## config.mk

```make
export PLATFORM = sky130hd
export DESIGN_NAME = key_filter
export DESIGN_NICKNAME = d
export VERILOG_FILES = /design/src/rtl/key_filter.sv
export SDC_FILE = /design/constraint.sdc
export NUM_CORES = 1
export LEC_CHECK = 0
export BUFFER_PORTS_ARGS = -buffer_cell sky130_fd_sc_hd__buf_2
export CELL_PAD_IN_SITES_DETAIL_PLACEMENT = 0
export CELL_PAD_IN_SITES_GLOBAL_PLACEMENT = 1
export CORE_AREA = 2 2 69 71
export DETAILED_ROUTE_END_ITERATION = 8
export DIE_AREA = 0 0 71 73
export PLACE_DENSITY = 0.73
export SYNTH_ARGS = -nofsm -noshare
export SYNTH_HDL_FRONTEND = slang
export SYNTH_SLANG_ARGS = --single-unit
```

## constraint.sdc

```tcl
create_clock -name i_sys_clk -period 2.7 [get_ports i_sys_clk]
set_clock_uncertainty 0.1 [all_clocks]
set_input_delay 0.135 -clock i_sys_clk [delete_from_list [all_inputs] [get_ports i_sys_clk]]
set_output_delay 0.135 -clock i_sys_clk [all_outputs]
set_load 0.02 [all_outputs]
```

## src/rtl/key_filter.sv

```systemverilog
`default_nettype none
// ============================================================================
// Module   : key_filter
// Purpose  : Conditions a raw, bouncing, active-low push-button into clean
//            one-cycle press / release / long-press pulses and a debounced
//            level. The press pulse feeds the downstream edge/pulse FSM.
// Ports    : i_sys_clk       - system clock, rising edge
//            i_rst_n         - asynchronous active-low reset
//            i_key_n         - raw asynchronous button, low = pressed
//            o_press_pulse   - one-cycle pulse on an accepted press
//            o_release_pulse - one-cycle pulse on an accepted release
//            o_long_pulse    - one-cycle pulse once per press at LONG_CYCLES
//            o_key_level     - debounced level, 1 = pressed
// Revision : 1.0  initial release
// ============================================================================
module key_filter #(
  parameter int unsigned DEBOUNCE_CYCLES = 1_000_000,
  parameter int unsigned LONG_CYCLES     = 50_000_000,
  parameter int unsigned CNT_W           = 26
) (
  input  logic i_sys_clk,
  input  logic i_rst_n,
  input  logic i_key_n,
  output logic o_press_pulse,
  output logic o_release_pulse,
  output logic o_long_pulse,
  output logic o_key_level
);

  localparam logic [CNT_W-1:0] DEB_LAST  = CNT_W'(DEBOUNCE_CYCLES - 1);
  localparam logic [CNT_W-1:0] LONG_LAST = CNT_W'(LONG_CYCLES - 1);

  typedef enum logic [1:0] {
    IDLE         = 2'd0,
    PRESS_FILT   = 2'd1,
    PRESSED      = 2'd2,
    RELEASE_FILT = 2'd3
  } state_t;

  state_t            state, state_nxt;
  logic [CNT_W-1:0]  cnt, cnt_nxt;
  logic              long_done, long_done_nxt;
  logic              sync1, sync2;
  logic              key_s;
  logic              press_nxt, release_nxt, long_nxt, level_nxt;

  // Two-flop synchronizer; idle (released) value is 1.
  always_ff @(posedge i_sys_clk or negedge i_rst_n) begin
    if (!i_rst_n) begin
      sync1 <= 1'b1;
      sync2 <= 1'b1;
    end else begin
      sync1 <= i_key_n;
      sync2 <= sync1;
    end
  end

  assign key_s = ~sync2;

  always_ff @(posedge i_sys_clk or negedge i_rst_n) begin
    if (!i_rst_n) begin
      state           <= IDLE;
      cnt             <= '0;
      long_done       <= 1'b0;
      o_press_pulse   <= 1'b0;
      o_release_pulse <= 1'b0;
      o_long_pulse    <= 1'b0;
      o_key_level     <= 1'b0;
    end else begin
      state           <= state_nxt;
      cnt             <= cnt_nxt;
      long_done       <= long_done_nxt;
      o_press_pulse   <= press_nxt;
      o_release_pulse <= release_nxt;
      o_long_pulse    <= long_nxt;
      o_key_level     <= level_nxt;
    end
  end

  always_comb begin
    state_nxt     = state;
    cnt_nxt       = cnt;
    long_done_nxt = long_done;
    press_nxt     = 1'b0;
    release_nxt   = 1'b0;
    long_nxt      = 1'b0;

    case (state)
      IDLE: begin
        if (key_s) begin
          state_nxt = PRESS_FILT;
          cnt_nxt   = '0;
        end
      end

      PRESS_FILT: begin
        if (!key_s) begin
          state_nxt = IDLE;
          cnt_nxt   = '0;
        end else if (cnt == DEB_LAST) begin
          state_nxt     = PRESSED;
          cnt_nxt       = '0;
          long_done_nxt = 1'b0;
          press_nxt     = 1'b1;
        end else begin
          cnt_nxt = cnt + CNT_W'(1);
        end
      end

      PRESSED: begin
        // A release sample takes priority over the long threshold.
        if (!key_s) begin
          state_nxt = RELEASE_FILT;
          cnt_nxt   = '0;
        end else if (!long_done && (cnt == LONG_LAST)) begin
          long_nxt      = 1'b1;
          long_done_nxt = 1'b1;
        end else if (!long_done) begin
          cnt_nxt = cnt + CNT_W'(1);
        end
      end

      RELEASE_FILT: begin
        // Returning to PRESSED keeps long_done so one press gives one long pulse.
        if (key_s) begin
          state_nxt = PRESSED;
          cnt_nxt   = '0;
        end else if (cnt == DEB_LAST) begin
          state_nxt   = IDLE;
          cnt_nxt     = '0;
          release_nxt = 1'b1;
        end else begin
          cnt_nxt = cnt + CNT_W'(1);
        end
      end

      default: begin
        state_nxt = IDLE;
        cnt_nxt   = '0;
      end
    endcase

    // Level is registered from the next state so it moves with the pulses.
    level_nxt = (state_nxt == PRESSED) || (state_nxt == RELEASE_FILT);
  end

endmodule
`default_nettype wire
```

==> results of run 1 <==
-- registers in the layout, indices dropped and copies added (netlist names) --
name and cells:
long_done 1, o_press_pulse 1, cnt 26, o_long_pulse 1, o_key_level 1, o_release_pulse 1, sync2 1, sync1 1
state 2
-- power by group through the flow --
stage               sequential (W)  clock [W]  combinational (W)
finish                    0.000555   0.000369          0.0000718
global route              0.000557   0.000403          0.0000805
CTS                       0.000554   0.000376          0.0000719
detailed placement        0.000564          0          0.0000698
global placement          0.000563          0          0.0000677
floorplan                 0.000557          0          0.0000502
-- cells by family (layout without fill, tap and decap cells) --
group / after synthesis / count (layout) / synth area share [%]
XOR/XNOR: 7 / 7 / 3.09
multiplexers: 2 / 2 / 1.01
adder cells (fa/ha/maj): 1 / 1 / 0.630
AND/OR/NAND/NOR: 107 / 107 / 31.5
AO/OA/AOI/OAI: 48 / 48 / 14.5
buffers and inverters: 18 / 30 / 4.98
flip-flops: 35 / 35 / 44.2
-- worst paths after layout --
| kind | to | cells past startpoint | start | slack, ps |
|---|---|---|---|---|
| worst min register to register | sync2 | 0 | sync1 | 260 |
| max in group asynchronous | cnt[21] | 2 | i_rst_n | 1630 |
| worst max-delay path | cnt[11] | 5 | cnt[12] | 190 |
| min in group asynchronous | cnt[9] | 2 | i_rst_n | 360 |
| worst min-delay path | sync2 | 0 | sync1 | 260 |
| worst max register to register | cnt[11] | 5 | cnt[12] | 190 |
-- placed cells by master (no fill, tap or decap), types with 2 or more instances in the layout --
| cell | synthesis | routed |
|---|---|---|
| nand4_1 | 10 | 10 |
| nand2_1 | 15 | 15 |
| buf_4 | 5 | 8 |
| xnor2_1 | 3 | 3 |
| xor2_1 | 4 | 4 |
| buf_2 | 4 | 6 |
| o211ai_1 | 3 | 3 |
| dfstp_2 | 2 | 2 |
| o21a_1 | 2 | 2 |
| o21ai_0 | 14 | 14 |
| and4_1 | 5 | 5 |
| a211oi_1 | 2 | 2 |
| dfrtp_1 | 33 | 33 |
| a21o_1 | 2 | 2 |
| nor4_1 | 6 | 6 |
| and2_1 | 3 | 3 |
| nor2_1 | 13 | 13 |
| and3_1 | 4 | 4 |
| or4b_2 | 2 | 2 |
| nor3_1 | 9 | 9 |
| mux2i_1 | 2 | 2 |
| a21oi_1 | 16 | 16 |
| o31ai_1 | 5 | 5 |
| o31a_1 | 2 | 2 |
| nand3_1 | 14 | 14 |
| or3_1 | 10 | 10 |
| clkbuf_8 | 0 | 5 |
| dlygate4sd3_1 | 0 | 2 |
| inv_1 | 6 | 6 |
| clkbuf_1 | 2 | 2 |
| or4_1 | 9 | 9 |
-- layout make-up --
| class | count | share of cell area (%) |
|---|---|---|
| multi-input combinational | 165 | 46.5 |
| sequential | 35 | 40.5 |
| timing repair buffer | 16 | 5.07 |
| clock buffer | 7 | 3.52 |
| tap | 54 | 3.11 |
| inverter | 6 | 1.04 |
| clock inverter | 1 | 0.231 |
-- repair_timing --
action,CTS,global route
hold endpoints to repair,34,0
setup endpoints to repair,0,0
gates resized for setup,0,0
hold buffers,2,0
-- per-layer routing --
metal	routed length [um]	vias up	track usage [%]	part of all wire [%]
li1	-	837	-	-
met4	73	0	9.43	1.5
met2	2200	53	32.9	46
met1	2290	877	27.6	48
met5	0	-	0	0
met3	206	10	3.45	4.3
-- stage by stage --
stage          cell area (sq um)  cells
4_1_cts                     2170    284
3_3_place_gp                2070    274
2_1_floorplan               1990    218
6_report                    2170    284
5_1_grt                     2170    284
3_5_place_dp                2070    274
==> results.py, run 1 <==
metrics = {
    "synth": {
        "synth_nets": 222,
        "synthFlopType": "dfrtp_1",
        "synth-seq-area-share_pct": 44.2,
        "ys_ff_latch": 35,
        "synth_most_common_cell": "dfrtp_1",
        "yosys.area.top_type": "dfrtp_1",
        "netlist.area_leader.share_pct": 41.6,
        "ys_types": 40,
        "yosys-top-cells-count": "dfrtp_1 (33), a21oi_1 (16), nand2_1 (15)",
        "netlist_instances": 218,
        "synth_enable_flop_cells": 0,
        "ys_warn_count": 0,
        "syn_area_per_cell_sq_um": 9.11,
        "synth_area_leaders": "dfrtp_1 (42%), a21oi_1 (4.0%), nand3_1 (3.5%), o21ai_0 (3.5%), or4_1 (3.4%)",
        "syn_area_sq_um": 1990,
        "async_reset_ff_share_pct": 100,
    },
    "clock_network": {
        "clock_latency_ps": 290,
        "cts_tree": "built",
        "numCtsBuffers": 5,
        "cts_root_buf": "clkbuf_8",
        "cts_buffer_depth": 2,
        "post_cts_buffers": 0,
        "htree_levels": 2,
        "cts.sinks": 35,
        "path_clk_slew_ps": 70,
    },
    "die": {
        "die_w_um": 71,
        "die_y_um": 73,
        "core-area_sq_um": 4540,
        "rows": 25,
        "initial_core_util_pct": 43.8,
        "io_pins": 7,
        "dieArea_sq_um": 5180,
    },
    "final_layout": {
        "utilization_pct": 47.8,
        "area_delta_synth_final_pct": 9.19,
        "multi_input_area_sq_um": 1010,
        "drive_gt1_share_pct": 11.7,
        "finalNetCount": 233,
        "diodes": 0,
        "ff_latch_area_sq_um": 878,
        "num-fill-cells": 423,
    },
    "setup_path": {
        "cp.arrival_ps": 2580,
        "cp.required_ps": 2770,
        "crit_buf_inv": 1,
        "criticalPathCategory": "reg2reg",
        "crit_path_max_fanout": 13,
        "max_stage_delay_ps": 740,
        "critPathLaunchType": "flip-flop",
        "cp_slowest_cell": "or4b_2",
        "worstPathCellList": "or4b_2 -> nor4_1 -> a21o_1 -> buf_4 -> a21oi_1",
        "critical_path.top_delay_family": "simple AND/OR/NAND/NOR gates",
        "crit_path_end_kind": "flip-flop",
    },
    "detailed_routing": {
        "viasPerCell": 6.26,
        "drcViolationCount": 0,
        "postRouteAntennaNets": 0,
        "routedWlPerCell_um": 16.8,
        "vias": 1777,
        "dr.pass1.iters": 4,
        "initialDrtViolationCount": 177,
        "wl_um": 4770,
    },
    "timing": {
        "fin_ws_ps": 190,
        "slew_headroom_pct": 47.5,
        "tns_ps": 0,
        "timing.hold.ws_ps": 256,
        "setup_viol": 0,
        "finalHoldViolations": 0,
        "tightestPinTransition_ps": 788,
        "timing.fmax_ghz": 0.398,
        "post-route-period-util_pct": 93.0,
        "rsz0062_at_grt": "false",
        "slew_viol_final": 0,
        "period_minus_slack_ps": 2510,
    },
    "pwr": {
        "ir_drop_v": 0.000293,
        "seqPwrFrac_pct": 55.7,
        "p_sw_share_pct": 25.3,
        "power_density_nw_per_um2": 459,
        "p_leak_nw": 0.885,
        "switching_power_w": 0.000252,
        "total_power_w": 0.000995,
        "clkPwrFrac_pct": 37.1,
        "power.internal_w": 0.000743,
        "pwr-share-comb_pct": 7.2,
    },
    "grt": {
        "grt.total_usage_pct": 20.6,
        "grt_pass1_vias": 1779,
        "grt_first_pass_wirelength_um": 8440,
        "grt_max_degree": 36,
        "antenna_found_initial": 0,
        "globalRouteOverflowTotal": 0,
    },
    "worst_hold_path": {
        "hp-class": "reg2reg",
    },
    "flow_run": {
        "cap_violations": 0,
    },
    "place": {
        "place_hpwl_um": 3290,
        "gp_congestion": 0.869,
        "numPortBuffers": 6,
        "pre_cts_slack_ps": 244,
    },
    "outcome": {
        "run_status": "finished clean",
    },
}
(Power assumes the default switching activity.)
==> run 2, diff against run 1 <==
--- a/config.mk
+++ b/config.mk
@@ -12,6 +12,7 @@
 export DETAILED_ROUTE_END_ITERATION = 8
 export DIE_AREA = 0 0 71 73
 export PLACE_DENSITY = 0.73
+export REMOVE_ABC_BUFFERS = 1
 export SYNTH_ARGS = -nofsm -noshare
 export SYNTH_HDL_FRONTEND = slang
 export SYNTH_SLANG_ARGS = --single-unit
==> run 2 against run 1 <==
Net effect:
- clock-buffer cell count unchanged
- largest power group unchanged
- flip-flop and latch count unchanged
- routed wire length down 2.1%
- sequential power about the same
- design area unchanged
- via count down 1.3%
- sequential share of layout area unchanged
==> results.py, run 2 (synthesis gave the netlist of run 1 again) <==
metrics = {
    "setup_path": {
        "critPathLaunchType": "flip-flop",
        "cp.required_ps": 2790,
        "cp_slowest_cell": "or4b_2",
        "r2r-end": "cnt[10]",
        "cp-startpoint": "cnt[12]",
        "reg2reg_setup_slack_ps": 290,
        "reg2reg_depth": 5,
        "cp.arrival_ps": 2500,
        "r2r-start": "cnt[12]",
        "crit_path_end_kind": "flip-flop",
        "criticalPathCategory": "reg2reg",
        "crit_path_max_fanout": 12,
        "worstPathCellList": "or4b_2 -> nor4_1 -> a21o_1 -> buf_4 -> nor2_1",
        "max_stage_delay_ps": 710,
    },
    "detailed_routing": {
        "drcViolationCount": 0,
        "dr.pass1.iters": 6,
        "wl_um": 4660,
        "initialDrtViolationCount": 120,
        "viasPerCell": 6.18,
        "vias": 1754,
        "routedWlPerCell_um": 16.4,
        "postRouteAntennaNets": 0,
    },
    "clock_network": {
        "clock_latency_ps": 290,
        "post_cts_buffers": 0,
        "cts_hold_buffers": 2,
        "htree_levels": 2,
        "cts-resized-gates": 0,
        "path_clk_slew_ps": 70,
        "cts_buffer_depth": 2,
        "numCtsBuffers": 5,
        "cts_root_buf": "clkbuf_8",
        "cts_tree": "built",
        "cts.sinks": 35,
    },
    "worst_hold_path": {
        "min_from": "sync1",
        "worstHoldEndpoint": "sync2",
        "hp-class": "reg2reg",
        "holdPathStages": 0,
    },
    "grt": {
        "antenna_found_initial": 0,
        "grt_first_pass_wirelength_um": 8090,
        "grt_max_degree": 36,
        "grt.total_usage_pct": 20.1,
        "grt_pass1_vias": 1674,
        "globalRouteOverflowTotal": 0,
    },
    "die": {
        "io_pins": 7,
        "die_y_um": 73,
        "die_w_um": 71,
        "dieArea_sq_um": 5180,
        "initial_core_util_pct": 43.8,
        "rows": 25,
        "core-area_sq_um": 4540,
    },
    "timing": {
        "timing.fmax_ghz": 0.415,
        "finalHoldViolations": 0,
        "slew_viol_final": 0,
        "tightestPinTransition_ps": 798,
        "post-route-period-util_pct": 89.3,
        "period_minus_slack_ps": 2410,
        "slew_headroom_pct": 46.8,
        "rsz0062_at_grt": "false",
        "setup_viol": 0,
        "tns_ps": 0,
    },
    "pwr": {
        "power_density_nw_per_um2": 461,
        "p_leak_nw": 0.884,
        "ir_drop_v": 0.000145,
        "total_power_w": 0.00100,
    },
    "final_layout": {
        "fin_area_sq_um": 2170,
        "final_common_cell": "dfrtp_1",
        "num-fill-cells": 429,
        "final_cell_mix": "dfrtp_1 (33), a21oi_1 (16), nand2_1 (15), nand3_1 (14), o21ai_0 (14)",
        "drive_gt1_share_pct": 11.7,
        "finalNetCount": 233,
        "reg_top3": "cnt: 26 flops, state: 2 flops",
        "largest_reg_flops": 26,
        "diodes": 0,
        "final_cell_count_no_fill": 284,
        "regMostFlops": "cnt",
        "area_delta_synth_final_pct": 9.19,
    },
    "place": {
        "placed_cell_area_sq_um": 2070,
        "place_hpwl_um": 3290,
        "gp_congestion": 0.930,
        "dp_cells": 274,
        "numPortBuffers": 6,
    },
    "outcome": {
        "run_status": "finished clean",
    },
    "flow_run": {
        "cap_violations": 0,
    },
}
## run 2: cell counts in the layout (fill, tap and decap cells not counted)
No cell type changed its count.
## run 2: per-stage QoR
stage | utilization (%) | setup slack (ps) | hold WS, ps
after detailed placement | 45.6 | 301 | 146
after global routing | 47.8 | 101 | 268
after global placement | 45.6 | 357 | 140
after floorplan | - | 313 | -261
final | 47.8 | 288 | 261
after CTS | 47.8 | 283 | 260
## run 2: critical path: cells and delay by family, from the launching register on
family                 cells  cell delay (ps)
and+or+nand+nor            3             1140
AOI/OAI and AO/OA          1              430
DFF                        1              420
buffers and inverters      1              220
## run 2: report_power, final
group	leakage, nW	switching [W]	internal, W
combinational	0.364	0.0000499	0.0000249
sequential	0.478	0.0000151	0.000539
clock	0.0422	0.000190	0.000181
total	0.884	0.000255	0.000745
## run 2: cell type report
class / instances / area (sq um) / area share (%)
timing repair buffer: 16 / 110 / 5.07
clock buffer: 7 / 76.3 / 3.52
sequential: 35 / 878 / 40.5
multi-input combinational: 165 / 1010 / 46.5
tap: 54 / 67.6 / 3.11
inverter: 6 / 22.5 / 1.04
clock inverter: 1 / 5.00 / 0.231
## run 2: worst max-delay path by stage
stage | slack (ps) | to
final | 290 | cnt[10]
after global routing | 100 | cnt[11]
after CTS | 280 | cnt[10]
after detailed placement | 300 | cnt[13]
after global placement | 360 | cnt[21]
after floorplan | 310 | cnt[18]
## run 2: layer usage
layer	wire, um	up-vias	GRT usage [%]
met5	0	-	0
met4	34	0	8.81
met3	202	4	3.73
met2	2170	48	31.4
met1	2250	860	27.5
li1	-	842	-
